===== config.mk =====
export PLATFORM = sky130hd
export DESIGN_NAME = seq_divider
export DESIGN_NICKNAME = d
export VERILOG_FILES = /design/src/rtl/div_pkg.sv /design/src/rtl/div_step.sv /design/src/rtl/seq_divider.sv
export SDC_FILE = /design/constraint.sdc
export NUM_CORES = 1
export LEC_CHECK = 0
export BUFFER_PORTS_ARGS = -buffer_cell sky130_fd_sc_hd__buf_2
export CAP_MARGIN = 10
export CELL_PAD_IN_SITES_DETAIL_PLACEMENT = 2
export CELL_PAD_IN_SITES_GLOBAL_PLACEMENT = 2
export CORE_MARGIN = 10
export CORE_UTILIZATION = 32
export CTS_BUF_LIST = sky130_fd_sc_hd__clkbuf_8
export CTS_CLUSTER_SIZE = 28
export DETAILED_ROUTE_END_ITERATION = 16
export PLACE_DENSITY = 0.85
export SKIP_CTS_REPAIR_TIMING = 1
export SYNTH_ARGS = -nofsm -noshare
export SYNTH_HDL_FRONTEND = slang
export SYNTH_SLANG_ARGS = --single-unit

===== constraint.sdc =====
create_clock -name clk -period 2.3 [get_ports clk]
set_input_delay 0.46 -clock clk [delete_from_list [all_inputs] [get_ports clk]]
set_output_delay 0.46 -clock clk [all_outputs]
set_load 0.05 [all_outputs]

===== src/rtl/div_pkg.sv =====
// rtl/div_pkg.sv - shared types and helpers for the sequential divider
package div_pkg;

    typedef enum logic [1:0] {
        IDLE = 2'd0,
        RUN  = 2'd1,
        DONE = 2'd2
    } state_t;

    // Minimum bit width able to count 0..value-1, never less than 1.
    function automatic int clog2(input int value);
        int r;
        int v;
        r = 0;
        v = value - 1;
        while (v > 0) begin
            r = r + 1;
            v = v >> 1;
        end
        return (r < 1) ? 1 : r;
    endfunction

endpackage


===== src/rtl/div_step.sv =====
// rtl/div_step.sv - one combinational restoring-division iteration
module div_step
    import div_pkg::*;
#(
    parameter int n = 8
) (
    input  logic [n:0]   i_a,
    input  logic [n-1:0] i_q,
    input  logic [n-1:0] i_d,
    output logic [n:0]   o_a,
    output logic [n-1:0] o_q
);

    logic [n:0] w_a_sh;
    logic [n:0] w_t;
    logic       w_unused;

    // A never carries a set sign bit into a step, so only its low n bits shift up.
    assign w_unused = i_a[n];
    assign w_a_sh   = {i_a[n-1:0], i_q[n-1]};
    assign w_t      = w_a_sh - {1'b0, i_d};
    assign o_a      = w_t[n] ? w_a_sh : w_t;
    assign o_q      = {i_q[n-2:0], ~w_t[n]};

endmodule


===== src/rtl/seq_divider.sv =====
// rtl/seq_divider.sv - sequential unsigned restoring divider, one quotient bit per clock
module seq_divider
    import div_pkg::*;
#(
    parameter int n = 8
) (
    input  logic         clk,
    input  logic         resetn,
    input  logic         start,
    input  logic [n-1:0] dividend,
    input  logic [n-1:0] divisor,
    output logic         busy,
    output logic         done,
    output logic [n-1:0] quotient,
    output logic [n-1:0] remainder,
    output logic         div_by_zero
);

    localparam int CW = clog2(n);

    state_t         r_state;
    state_t         w_next;
    logic [n:0]     r_a;
    logic [n-1:0]   r_q;
    logic [n-1:0]   r_d;
    logic [CW-1:0]  r_cnt;
    logic [n-1:0]   r_quot;
    logic [n-1:0]   r_rem;
    logic           r_dbz;
    logic [n:0]     w_a_nxt;
    logic [n-1:0]   w_q_nxt;
    logic           w_accept;
    logic           w_zero;
    logic           w_last;

    div_step #(.n(n)) u_step (
        .i_a (r_a),
        .i_q (r_q),
        .i_d (r_d),
        .o_a (w_a_nxt),
        .o_q (w_q_nxt)
    );

    assign w_accept = start && (r_state != RUN);
    assign w_zero   = (divisor == '0);
    assign w_last   = (r_state == RUN) && (r_cnt == '0);

    always_ff @(posedge clk) begin
        if (!resetn) begin
            r_state <= IDLE;
        end else begin
            r_state <= w_next;
        end
    end

    always_comb begin
        w_next = r_state;
        case (r_state)
            IDLE, DONE: begin
                if (start) begin
                    w_next = w_zero ? DONE : RUN;
                end else if (r_state == DONE) begin
                    w_next = IDLE;
                end
            end
            RUN: begin
                if (r_cnt == '0) begin
                    w_next = DONE;
                end
            end
            default: w_next = IDLE;
        endcase
    end

    always_comb begin
        busy        = (r_state == RUN);
        done        = (r_state == DONE);
        quotient    = r_quot;
        remainder   = r_rem;
        div_by_zero = r_dbz;
    end

    // Results are only written on the edge that enters DONE, so they stay stable between operations.
    always_ff @(posedge clk) begin
        if (!resetn) begin
            r_a    <= '0;
            r_q    <= '0;
            r_d    <= '0;
            r_cnt  <= '0;
            r_quot <= '0;
            r_rem  <= '0;
            r_dbz  <= 1'b0;
        end else if (w_accept) begin
            r_a   <= '0;
            r_q   <= dividend;
            r_d   <= divisor;
            r_cnt <= CW'(n - 1);
            if (w_zero) begin
                r_quot <= '1;
                r_rem  <= dividend;
                r_dbz  <= 1'b1;
            end
        end else if (r_state == RUN) begin
            r_a   <= w_a_nxt;
            r_q   <= w_q_nxt;
            r_cnt <= r_cnt - CW'(1);
            if (w_last) begin
                r_quot <= w_q_nxt;
                r_rem  <= w_a_nxt[n-1:0];
                r_dbz  <= 1'b0;
            end
        end
    end

endmodule


# == After elaboration in Yosys (flattened, before gate mapping) ==
# Index checks and enable logic that the tools add are counted.
# word_totals
regBits,46
elab_cells,51
# classes
eq_ne,6
bitwise_logic,2
addsub,2
n_reduce_logical,11
muxes,22
# ops
operator,count
8-bit 2-to-1 mux,11
9-bit by 8-bit subtractor with 9-bit output,1
8-bit zero test,1
2-bit 2-to-1 mux,4
3-bit 2-to-1 mux,2
"2-bit by 1-bit != test with 1-bit output, second input constant",3
1-bit 2-to-1 mux,4
2-bit case mux with 2 select lines,1
2-bit nonzero test,2
2-bit OR reduction,2
3-bit zero test,1
"3-bit != test, second input constant",1
3-bit AND reduction,1
"3-bit by 1-bit subtractor with 3-bit output, second input constant",1
"2-bit by 1-bit equality test with 1-bit output, second input constant",1
"2-bit equality test, second input constant",1
1-bit logical AND,2
2-bit zero test,1
1-bit NOT,2
2-bit AND reduction,1

# == Longest topological paths before layout ==
# Gate-level depths: netlist (run 1).
# logic_depth
ltp_word,5
mapped_depth,11
depth_no_buf,9

# == Hierarchy ==
# A second synthesis (run 1) with hierarchy kept.
# hier_totals
hier_cells,281
area_unflattened_um2,2538.7
# by_module_without_submodules
module,area_per_inst_um2,cells_each,n_inst
seq_divider,1978.1,203,1
div_step,560.5,78,1

# == Least setup slack after synthesis (run 1) ==
# No wires, ideal clock.
# synth_timing
path_type,reg2reg
startpoint,register r_q[7]
endpoint,register r_rem[3] (netlist: remainder[3])
stages_incl_launch_ff,10
arrival_time_ns,2.318
slack_ns,-0.076
required_ns,2.242
setup_time_ns,0.058
path_cell_list,dfxtp_1 inv_1 ha_1 inv_1 fa_1 a211oi_1 o211a_1 o211ai_1 or4b_1 nand2_1
# synth_between
elab_chain_cells,5
# synth_lines
item,line,text
start: declaration,seq_divider.sv:24,logic [n-1:0] r_q;
start signal: assignment,seq_divider.sv:95,r_q <= dividend;
start signal: assignment,seq_divider.sv:105,r_q <= w_q_nxt;
9-bit by 8-bit subtractor with 9-bit output,div_step.sv:21,"assign w_t = w_a_sh - {1'b0, i_d};"
8-bit 2-to-1 mux,div_step.sv:22,assign o_a = w_t[n] ? w_a_sh : w_t;
8-bit 2-to-1 mux,seq_divider.sv:107,if (w_last) begin
8-bit 2-to-1 mux,seq_divider.sv:103,end else if (r_state == RUN) begin
8-bit 2-to-1 mux,seq_divider.sv:93,end else if (w_accept) begin
end signal: assignment,seq_divider.sv:100,r_rem <= dividend;
end signal: assignment,seq_divider.sv:109,r_rem <= w_a_nxt[n-1:0];
end: declaration,seq_divider.sv:28,logic [n-1:0] r_rem;
# Every way passes these cells. The select of a mux whose other input is x is not followed.
# A chain may end at the register's enable or synchronous reset.

# == Worst setup path after layout (run 1) ==
# layout_timing
startpoint,register r_q[7]
endpoint,register r_a[1]
# layout_between
elab_chain_cells,2
# layout_lines
item,line,text
9-bit by 8-bit subtractor with 9-bit output,div_step.sv:21,
8-bit 2-to-1 mux,div_step.sv:22,
end signal: assignment,seq_divider.sv:104,r_a <= w_a_nxt;
end: declaration,seq_divider.sv:23,logic [n:0] r_a;
# Every way passes these cells.

==> metrics.txt, run 1 <==
Slew Limit Fails=0; Period minus WS final=2769 ps; r2r endpoint=r_a[1]; Crit-path slowest cell=fa_2; Sw Ratio=0.4006; antenna diode count=0; Pwr Total=around 0.0028 W; HP Class=in2reg; top_reg_cell synth=dfxtp_1; unrepaired setup endpoints after global routing=true; Switching Power=roughly 0.0011 W; final hold violation count=0; DR vias/cell=~6.0; nets=390; Max-slew headroom=0.6579; gr ovfl total=0; FP Rows=32; Post-Syn Area=2535 um2; setup ws final=-468.6 ps; Synth Warn #=0; FF-to-FF setup slack=-470 ps; Worst EP arrival=between 2000 and 3000 ps; peak supply drop=between 0.0003 and 0.0004 V; worst-path maximum fanout=7; Worst path depth=11; Area growth syn-to-layout=31.74%; GP Congestion=between 0.8 and 0.9; Post-Layout Cell Count=approximately 460; Yosys cell types=54; IO Port Bufs=37; CTS max path bufs=2; vias in the first global route=roughly 2800; FF-to-FF Start=r_q[7]; worst setup path end=r_a[1]; syn avg cell area=about 8.6 um2; drt drc=0; via count=2783; num ports=38; pin count of the biggest net entering global routing=24; GRT Resource Usage Total=0.1726; final worst-path cycle share=1.204; Placed Instances=447; syn_nets=around 320; CP Buf/Inv Count=4; CP cell instances=inv_2 -> ha_4 -> inv_2 -> fa_2 -> a211oi_2 -> buf_4 -> o211ai_1 -> o211a_4 -> buf_12 -> mux2i_1 -> a211oi_2; status=finished with violations; DRT Pass-1 Iters=4; Crit. Startpoint=r_q[7]; first-pass GRT wire length=between 15 and 20 mm; worst-case hold slack=382.9 ps; Iter 0 DRT Violations=approximately 150; Routed Antenna Nets=0; Clock Sink Count=46; TritonCTS clock tree=built; Startpoint Class=register; WL final=12.86 mm; Worst Reg-to-Reg Cells=11; clock group share of total power=0.230; layout cell share with drive strength beyond 1=0.3435; clock latency on the worst-skew pair=about 320 ps; sequential element share of the synthesized area=0.3633; total internal power=between 0.0015 and 0.002 W; final setup violation count=18; CTS clk-pin slew, worst paths=about 100 ps; Clock Tree Root=clkbuf_8; Post-synth EDFFs=0; CTS Buf Count=5; Post-synth ARST share=0; Flop pwr share=0.329; CP top delay family=compound AO/OA/AOI/OAI gates; critical path type=reg2reg; leak pwr=1.411 nW; max incr delay on CP=about 380 ps; depth of the CTS H-tree=2; PD cells=around 850 nW/um2; Worst-Margin Slew=~500 ps; Initial Util=0.3280; WP data required=about 2500 ps; initial antenna violation count=0; wire length per cell=around 28 um; #FFs+latches synth=46; combinational share of power=0.441; die footprint=about 12000 um2; Die Ht=109.0 um; failing checks=setup timing; pre-CTS setup slack=-238.1 ps; Synth Instances=between 200 and 300; Crit. End Element=register; Final Skew=~10 ps; core region area=approximately 7700 um2; Max Freq=about 360 MHz; Die Width=between 100 and 150 um; Final HPWL DP=7.600 mm; Max Cap Viol=0
[placed cells by master (no fill, tap or decap), types with 5 or more instances in the layout]
| cell | count |
|---|---|
| a211oi_1 | 12 |
| a211oi_2 | 6 |
| a21oi_1 | 26 |
| buf_2 | 37 |
| buf_4 | 39 |
| clkbuf_8 | 5 |
| dfxtp_1 | 44 |
| ha_1 | 9 |
| inv_1 | 13 |
| mux2i_1 | 11 |
| nand2_1 | 25 |
| nor2_1 | 23 |
| nor3_1 | 5 |
| o2111ai_1 | 6 |
| o211ai_1 | 7 |
| o21ai_0 | 11 |
| o221a_2 | 7 |
[worst reg2reg max path, stage by stage (launching register included)]
cell	delay, ps
dfxtp_2	350
inv_2	80
ha_4	140
inv_2	50
fa_2	380
a211oi_2	330
buf_4	190
o211ai_1	190
o211a_4	270
buf_12	160
mux2i_1	150
a211oi_2	370
[worst min path at each step]
stage,start,to,slack (ps),cells past startpoint
global route,divisor[4],r_d[4],390,3
detailed placement,r_d[7],r_d[7],460,2
CTS,divisor[1],r_d[1],390,3
global placement,r_d[5],r_d[5],450,2
finish,divisor[6],r_d[6],380,3
floorplan,r_d[1],r_d[1],440,2
[layout make-up]
type	instances	area [um2]
multi-input cells	211	1569
fillers	852	4388
inverters	16	61.31
clock inverters	3	43.79
flip-flops and latches	46	923.4
repair buffers	80	545.5
well taps	102	127.6
clock buffers	5	68.82
[registers in the layout (all words and copies together), names as in the netlist]
name         flops
quotient         8
r_a              8
r_d              8
r_q              8
remainder        8
r_cnt            3
r_state          2
div_by_zero      1
[metal layers]
layer,track usage,wire [um],vias to the layer above
li1,-,-,1230
met1,0.2066,4965,1399
met2,0.3093,6695,112
met3,0.02478,530,42
met4,0.05367,669,0
met5,0,0,-
[stage by stage]
step / instance area, um2 / TNS, ps / util
final: 3339 / -4410 / 0.4322
after global routing: 3339 / -5157 / 0.4322
after CTS: 3146 / -4089 / 0.4071
after detailed placement: 3033 / -1928 / 0.3925
after global placement: 3033 / -18.12 / 0.3925
after floorplan: 2540 / 0 / -
[cell families after synthesis]
group / share of synthesized area
AOI/OAI and AO/OA: 0.3011
xor gates and xnor gates: 0.01382
adders and majority gates: 0.05726
buffers and inverters: 0.06120
DFF: 0.3633
muxes: 0.05133
and+or+nand+nor: 0.1520
[cells in the mapped netlist (2+ instances only)]
library cell	n	area [um2]
dfxtp_1	46	920.9
a21oi_1	26	130.1
nand2_1	26	97.59
nor2_1	23	86.33
a211oi_1	18	135.1
inv_1	15	56.30
mux2i_1	13	130.1
o21ai_0	13	65.06
clkbuf_1	12	45.04
ha_1	10	125.1
o2111ai_1	7	61.31
o211ai_1	7	52.55
o221a_2	7	78.83
nand3_1	5	25.02
nor3_1	5	25.02
buf_2	4	20.02
nand2b_1	4	25.02
buf_1	3	11.26
nor2b_1	3	18.77
o22a_1	3	26.28
nand4_1	2	12.51
o211a_1	2	20.02
o21ai_1	2	10.01
o22a_2	2	20.02
o31ai_1	2	15.01
or3_1	2	12.51
or4_1	2	15.01
or4b_1	2	20.02
xnor2_1	2	17.52
xor2_1	2	17.52
[power by group through the flow]
stage / Combinational [W] / Sequential, W / Clock [W]
2_1_floorplan: 0.000484 / 0.00101 / 0
4_1_cts: 0.000974 / 0.000923 / 0.000646
5_1_grt: 0.00130 / 0.000941 / 0.000683
3_5_place_dp: 0.000948 / 0.000940 / 0
3_3_place_gp: 0.000889 / 0.000933 / 0
6_report: 0.00125 / 0.000934 / 0.000653
No activity file was read; power rests on OpenSTA's default activity.
==> run 2: changes to the inputs <==
--- a/config.mk
+++ b/config.mk
@@ -15,7 +15,9 @@
 export CTS_CLUSTER_SIZE = 28
 export DETAILED_ROUTE_END_ITERATION = 16
 export PLACE_DENSITY = 0.85
+export SETUP_SLACK_MARGIN = 0.2
 export SKIP_CTS_REPAIR_TIMING = 1
+export SKIP_LAST_GASP = 1
 export SYNTH_ARGS = -nofsm -noshare
 export SYNTH_HDL_FRONTEND = slang
 export SYNTH_SLANG_ARGS = --single-unit
==> metrics.txt, run 2 (same netlist as run 1, synthesis figures left out) <==
WP data required=2540 ps (+40 ps); worst-path maximum fanout=5 (-2); Final HPWL DP=7.433 mm (-2.2%); HP Class=in2reg; Worst EP arrival=2710 ps (-260 ps); via count=2607 (-6.3%); critical path type=reg2reg; IO Port Bufs=37 (unchanged); first-pass GRT wire length=16.15 mm (+0.30%); Clock Tree Root=clkbuf_8; final instance area=3199 um2 (-4.2%); antenna diode count=0 (unchanged); CTS Buf Count=5 (unchanged); peak supply drop=0.0003990 V (+31%); die footprint=11880 um2 (unchanged); Max Cap Viol=0 (unchanged); Routed Antenna Nets=0 (unchanged); GP Congestion=0.8204 (-0.50%); setup ws final=-170.7 ps (+297.9 ps); Slew Limit Fails=0 (unchanged); most frequent cells in the layout=dfxtp_1, buf_2, buf_4; Area growth syn-to-layout=26.21%; placed cell area=3012 um2 (-0.70%); GRT Resource Usage Total=0.1740 (+0.001421); Worst Reg-to-Reg Cells=9 (-2); Initial Util=0.3280 (unchanged); unrepaired setup endpoints after global routing=true; setup tns final=-1324 ps (+3085 ps); Post-Layout Cell Count=456 (-1.5%); clock latency on the worst-skew pair=320 ps (about the same); drt drc=0 (unchanged); final setup violation count=15 (-3); Clock Sink Count=46 (unchanged); Pwr Total=0.002520 W (-11%); Max Freq=404.7 MHz (+12%); WL final=10.76 mm (-16%); leak pwr=1.336 nW (-5.3%); wire length per cell=23.59 um (-15%); Iter 0 DRT Violations=144 (-1.4%); commonest non-fill, non-tap cell in the layout=dfxtp_1; Startpoint Class=register; FP Rows=32 (unchanged); depth of the CTS H-tree=2 (unchanged); final worst-path cycle share=1.074 (-0.1295); pin count of the biggest net entering global routing=23 (-4.2%); core region area=7727 um2 (unchanged); failing checks=setup timing; Placed Instances=442 (-1.1%); nets=383 (-1.8%); Die Ht=109.0 um (unchanged); vias in the first global route=2914 (+3.1%); CTS max path bufs=2 (unchanged); PD cells=787.7 nW/um2 (-7.4%); DRT Pass-1 Iters=4 (unchanged); Final Skew=13.64 ps (+3.550 ps); Max-slew headroom=0.4898 (-0.1681); Die Width=109.0 um (unchanged); final hold violation count=0 (unchanged); layout cell share with drive strength beyond 1=0.2938 (-0.04970); status=finished with violations; Hold Path Stages=3 (unchanged); Worst-Margin Slew=755.0 ps (+254.7 ps); num ports=38 (unchanged); Period minus WS final=2471 ps (-297.9 ps); TritonCTS clock tree=built; initial antenna violation count=0 (unchanged); gr ovfl total=0 (unchanged); Crit. End Element=register; DR vias/cell=5.717 (-4.9%); CTS clk-pin slew, worst paths=110 ps (about the same)
-- run 2: changes by cell type in the layout (fill, tap and decap cells not counted), sizes merged --
cell    before  now
buf         79   72
bufinv       1    0
clkbuf       6    7
clkinv       2    0
inv         16   18
-- run 2: through the flow --
step	setup slack, ps	hold WS [ps]	utilization
final	-170.7	402.3	0.4140
after global routing	-326.8	408.4	0.4140
after CTS	-315.5	393.8	0.4020
after detailed placement	-155.3	461.6	0.3897
after global placement	-17.61	445.8	0.3897
after floorplan	132.6	436.3	-
-- run 2: power by group --
part / internal [W] / switching [W] / total [W]
logic: 0.000415 / 0.000608 / 0.00102
registers: 0.000866 / 0.0000696 / 0.000935
clock network: 0.000245 / 0.000316 / 0.000561
-- run 2: path summary, 6_finish.rpt --
| kind | startpoint | endpoint | slack, ps |
|---|---|---|---|
| worst min-delay path | divisor[1] | r_d[1] | 400 |
| worst max-delay path | r_q[7] | remainder[4] | -170 |
| worst max register to register | r_q[7] | remainder[4] | -170 |
| worst min register to register | r_d[5] | r_d[5] | 470 |
-- run 2: area by class of cell --
| type | count | area [um2] |
|---|---|---|
| fill | 847 | 4528 |
| clock inverter | 2 | 12.51 |
| inverter | 16 | 65.06 |
| tap | 102 | 127.6 |
| clock buffer | 6 | 82.58 |
| timing repair buffer | 73 | 474.2 |
| multi-input combinational | 211 | 1511 |
| sequential | 46 | 925.9 |
-- run 2: critical path, cell delays in order (launching register included) --
cell and delay, ps:
dfxtp_4 380, inv_4 70, ha_4 130, inv_2 40, fa_2 400, a211oi_4 240, o211a_1 210, o211ai_1 220
or4b_1 550, nand2_1 150
-- run 2: metal layers --
| layer | global-route usage | vias to the layer above | wire length [um] |
|---|---|---|---|
| li1 | - | 1215 | - |
| met1 | 0.2024 | 1313 | 4652 |
| met2 | 0.3111 | 57 | 5400 |
| met3 | 0.02773 | 22 | 327 |
| met4 | 0.06780 | 0 | 374 |
| met5 | 0 | - | 0 |
==> run 3: changes to the inputs <==
--- a/config.mk
+++ b/config.mk
@@ -7,14 +7,14 @@
 export LEC_CHECK = 0
 export BUFFER_PORTS_ARGS = -buffer_cell sky130_fd_sc_hd__buf_2
 export CAP_MARGIN = 10
-export CELL_PAD_IN_SITES_DETAIL_PLACEMENT = 2
-export CELL_PAD_IN_SITES_GLOBAL_PLACEMENT = 2
+export CELL_PAD_IN_SITES_DETAIL_PLACEMENT = 0
+export CELL_PAD_IN_SITES_GLOBAL_PLACEMENT = 1
 export CORE_MARGIN = 10
-export CORE_UTILIZATION = 32
+export CORE_UTILIZATION = 35
 export CTS_BUF_LIST = sky130_fd_sc_hd__clkbuf_8
 export CTS_CLUSTER_SIZE = 28
 export DETAILED_ROUTE_END_ITERATION = 16
-export PLACE_DENSITY = 0.85
+export PLACE_DENSITY = 0.77
 export SETUP_SLACK_MARGIN = 0.2
 export SKIP_CTS_REPAIR_TIMING = 1
 export SKIP_LAST_GASP = 1
==> constraint.sdc (replaced) <==
create_clock -name clk -period 2.3 [get_ports clk]
set_input_delay 0.345 -clock clk [delete_from_list [all_inputs] [get_ports clk]]
set_output_delay 0.345 -clock clk [all_outputs]
set_load 0.05 [all_outputs]
==> metrics.txt, run 3 (same netlist as run 1, synthesis figures left out) <==
status=finished with violations; failing checks=setup timing; commonest non-fill, non-tap cell in the layout=dfxtp_1; DR vias/cell=5.525 (-3.4%); final setup violation count=1 (-14); Die Width=105.1 um (-3.6%); PD cells=770.7 nW/um2 (-2.2%); Period minus WS final=2301 ps (-169.6 ps); fin util=0.4609 (+0.04685); DRT Pass-1 Iters=4 (unchanged); unrepaired setup endpoints after global routing=true; core region area=6907 um2 (-11%); Worst-Margin Slew=633.0 ps (-122.0 ps); min-delay src=divisor[7]; WL final=7.357 mm (-32%); Final Skew=4.956 ps (-8.679 ps); clock latency on the worst-skew pair=310 ps (about the same); peak supply drop=0.0003989 V (about the same); setup ws final=-1.130 ps (+169.6 ps); HP Class=in2reg; most frequent cells in the layout=dfxtp_1, buf_2, nand2_1; gr ovfl total=0 (unchanged); GRT Resource Usage Total=0.1283 (-0.04569); Crit-path slowest cell=or4b_1; final hold violation count=0 (unchanged); Iter 0 DRT Violations=181 (+26%); setup tns final=-1.130 ps (+1323 ps); Switching Power=0.0009221 W (-7.3%); vias in the first global route=2334 (-20%); Crit. Startpoint=r_q[7]; wire length per cell=16.57 um (-30%); max incr delay on CP=580 ps (+30 ps); Area growth syn-to-layout=25.57%; Die Ht=105.1 um (-3.6%); FP Rows=30 (-6.3%); CP cell instances=inv_2 -> ha_4 -> inv_2 -> fa_2 -> a211oi_2 -> buf_4 -> o211ai_1 -> o211ai_1 -> or4b_1 -> nand2_1; GP Congestion=0.7875 (-4.0%); final worst-path cycle share=1.000 (-0.07372); via count=2453 (-5.9%); Crit. End Element=register; TritonCTS clock tree=built; drt drc=0 (unchanged); CTS Buf Count=5 (unchanged); depth of the CTS H-tree=2 (unchanged); IO Port Bufs=37 (unchanged); FF-to-FF Start=r_q[7]; CP top delay family=compound AO/OA/AOI/OAI gates; clock group share of total power=0.208 (-0.015); antenna diode count=0 (unchanged); num ports=38 (unchanged); Initial Util=0.3670 (+0.03898); Max Cap Viol=0 (unchanged); combinational share of power=0.416 (+0.010); Flop pwr share=0.376 (+0.005); pin count of the biggest net entering global routing=23 (unchanged); Pwr Total=0.002453 W (-2.7%); Final HPWL DP=5.371 mm (-28%); CTS clk-pin slew, worst paths=90 ps (-20 ps); Max Freq=434.6 MHz (+7.4%); Worst EP arrival=2560 ps (-150 ps); die footprint=11050 um2 (-7.0%); Slew Limit Fails=0 (unchanged); Sw Ratio=0.3759 (-0.01865); total internal power=0.001531 W (+0.33%); critical path type=reg2reg; Clock Tree Root=clkbuf_8; Routed Antenna Nets=0 (unchanged); CTS max path bufs=2 (unchanged); layout cell share with drive strength beyond 1=0.2960 (+0.002192); first-pass GRT wire length=11.85 mm (-27%); nets=377 (-1.6%); Max-slew headroom=0.5770 (+0.08718); worst-path maximum fanout=6 (+1); WP data required=2560 ps (+20 ps); Startpoint Class=register; initial antenna violation count=0 (unchanged); Clock Sink Count=46 (unchanged); CP Buf/Inv Count=3 (+1); leak pwr=1.320 nW (-1.2%)
run 3: changes by cell type in the layout (fill, tap and decap cells not counted), sizes merged:
cell / before / now
inv: 18 / 17
clkinv: 0 / 2
clkbuf: 7 / 6
buf: 72 / 66
run 3: power by group through the flow:
stage               combinational [W]  sequential (W)  clock [W]
global route                  0.00110        0.000932   0.000552
detailed placement           0.000844        0.000940          0
global placement             0.000835        0.000938          0
CTS                          0.000853        0.000921   0.000523
finish                        0.00102        0.000922   0.000511
floorplan                    0.000503         0.00101          0
run 3: routing by layer:
layer	vias to the layer above	track usage	wire, um
met2	61	0.2028	3456
met3	8	0.02826	382
met1	1178	0.1669	3413
li1	1206	-	-
met5	-	0	0
met4	0	0.04608	104
run 3: path summary, 6_finish.rpt:
path                                endpoint  cells after the start  slack, ps
worst max-delay path            remainder[4]                     10         -1
worst min register to register        r_d[6]                      2        460
worst min-delay path                  r_d[7]                      3        280
worst max register to register  remainder[4]                     10         -1
run 3: final cells by class:
| cell class | instances | area, um2 |
|---|---|---|
| sequential | 46 | 923.4 |
| inverter | 16 | 60.06 |
| tap | 96 | 120.1 |
| clock buffer | 5 | 68.82 |
| multi-input combinational | 211 | 1541 |
| fill | 704 | 3724 |
| clock inverter | 3 | 17.52 |
| timing repair buffer | 67 | 451.7 |
run 3: stage by stage:
step,area [um2],setup slack [ps],hold WS (ps),cells
after floorplan,2566,132.6,436.3,294
after global placement,2944,68.39,443.9,428
after detailed placement,2944,33.17,447.7,428
after CTS,3030,-53.51,272.6,436
after global routing,3183,-87.96,281.6,444
final,3183,-1.130,277.7,444
run 3: tightest hold or removal path, delay by kind of cell:
family	cells	cell delay [ps]
AOI/OAI and AO/OA	1	50
and+or+nand+nor	1	50
buffers and inverters	1	100
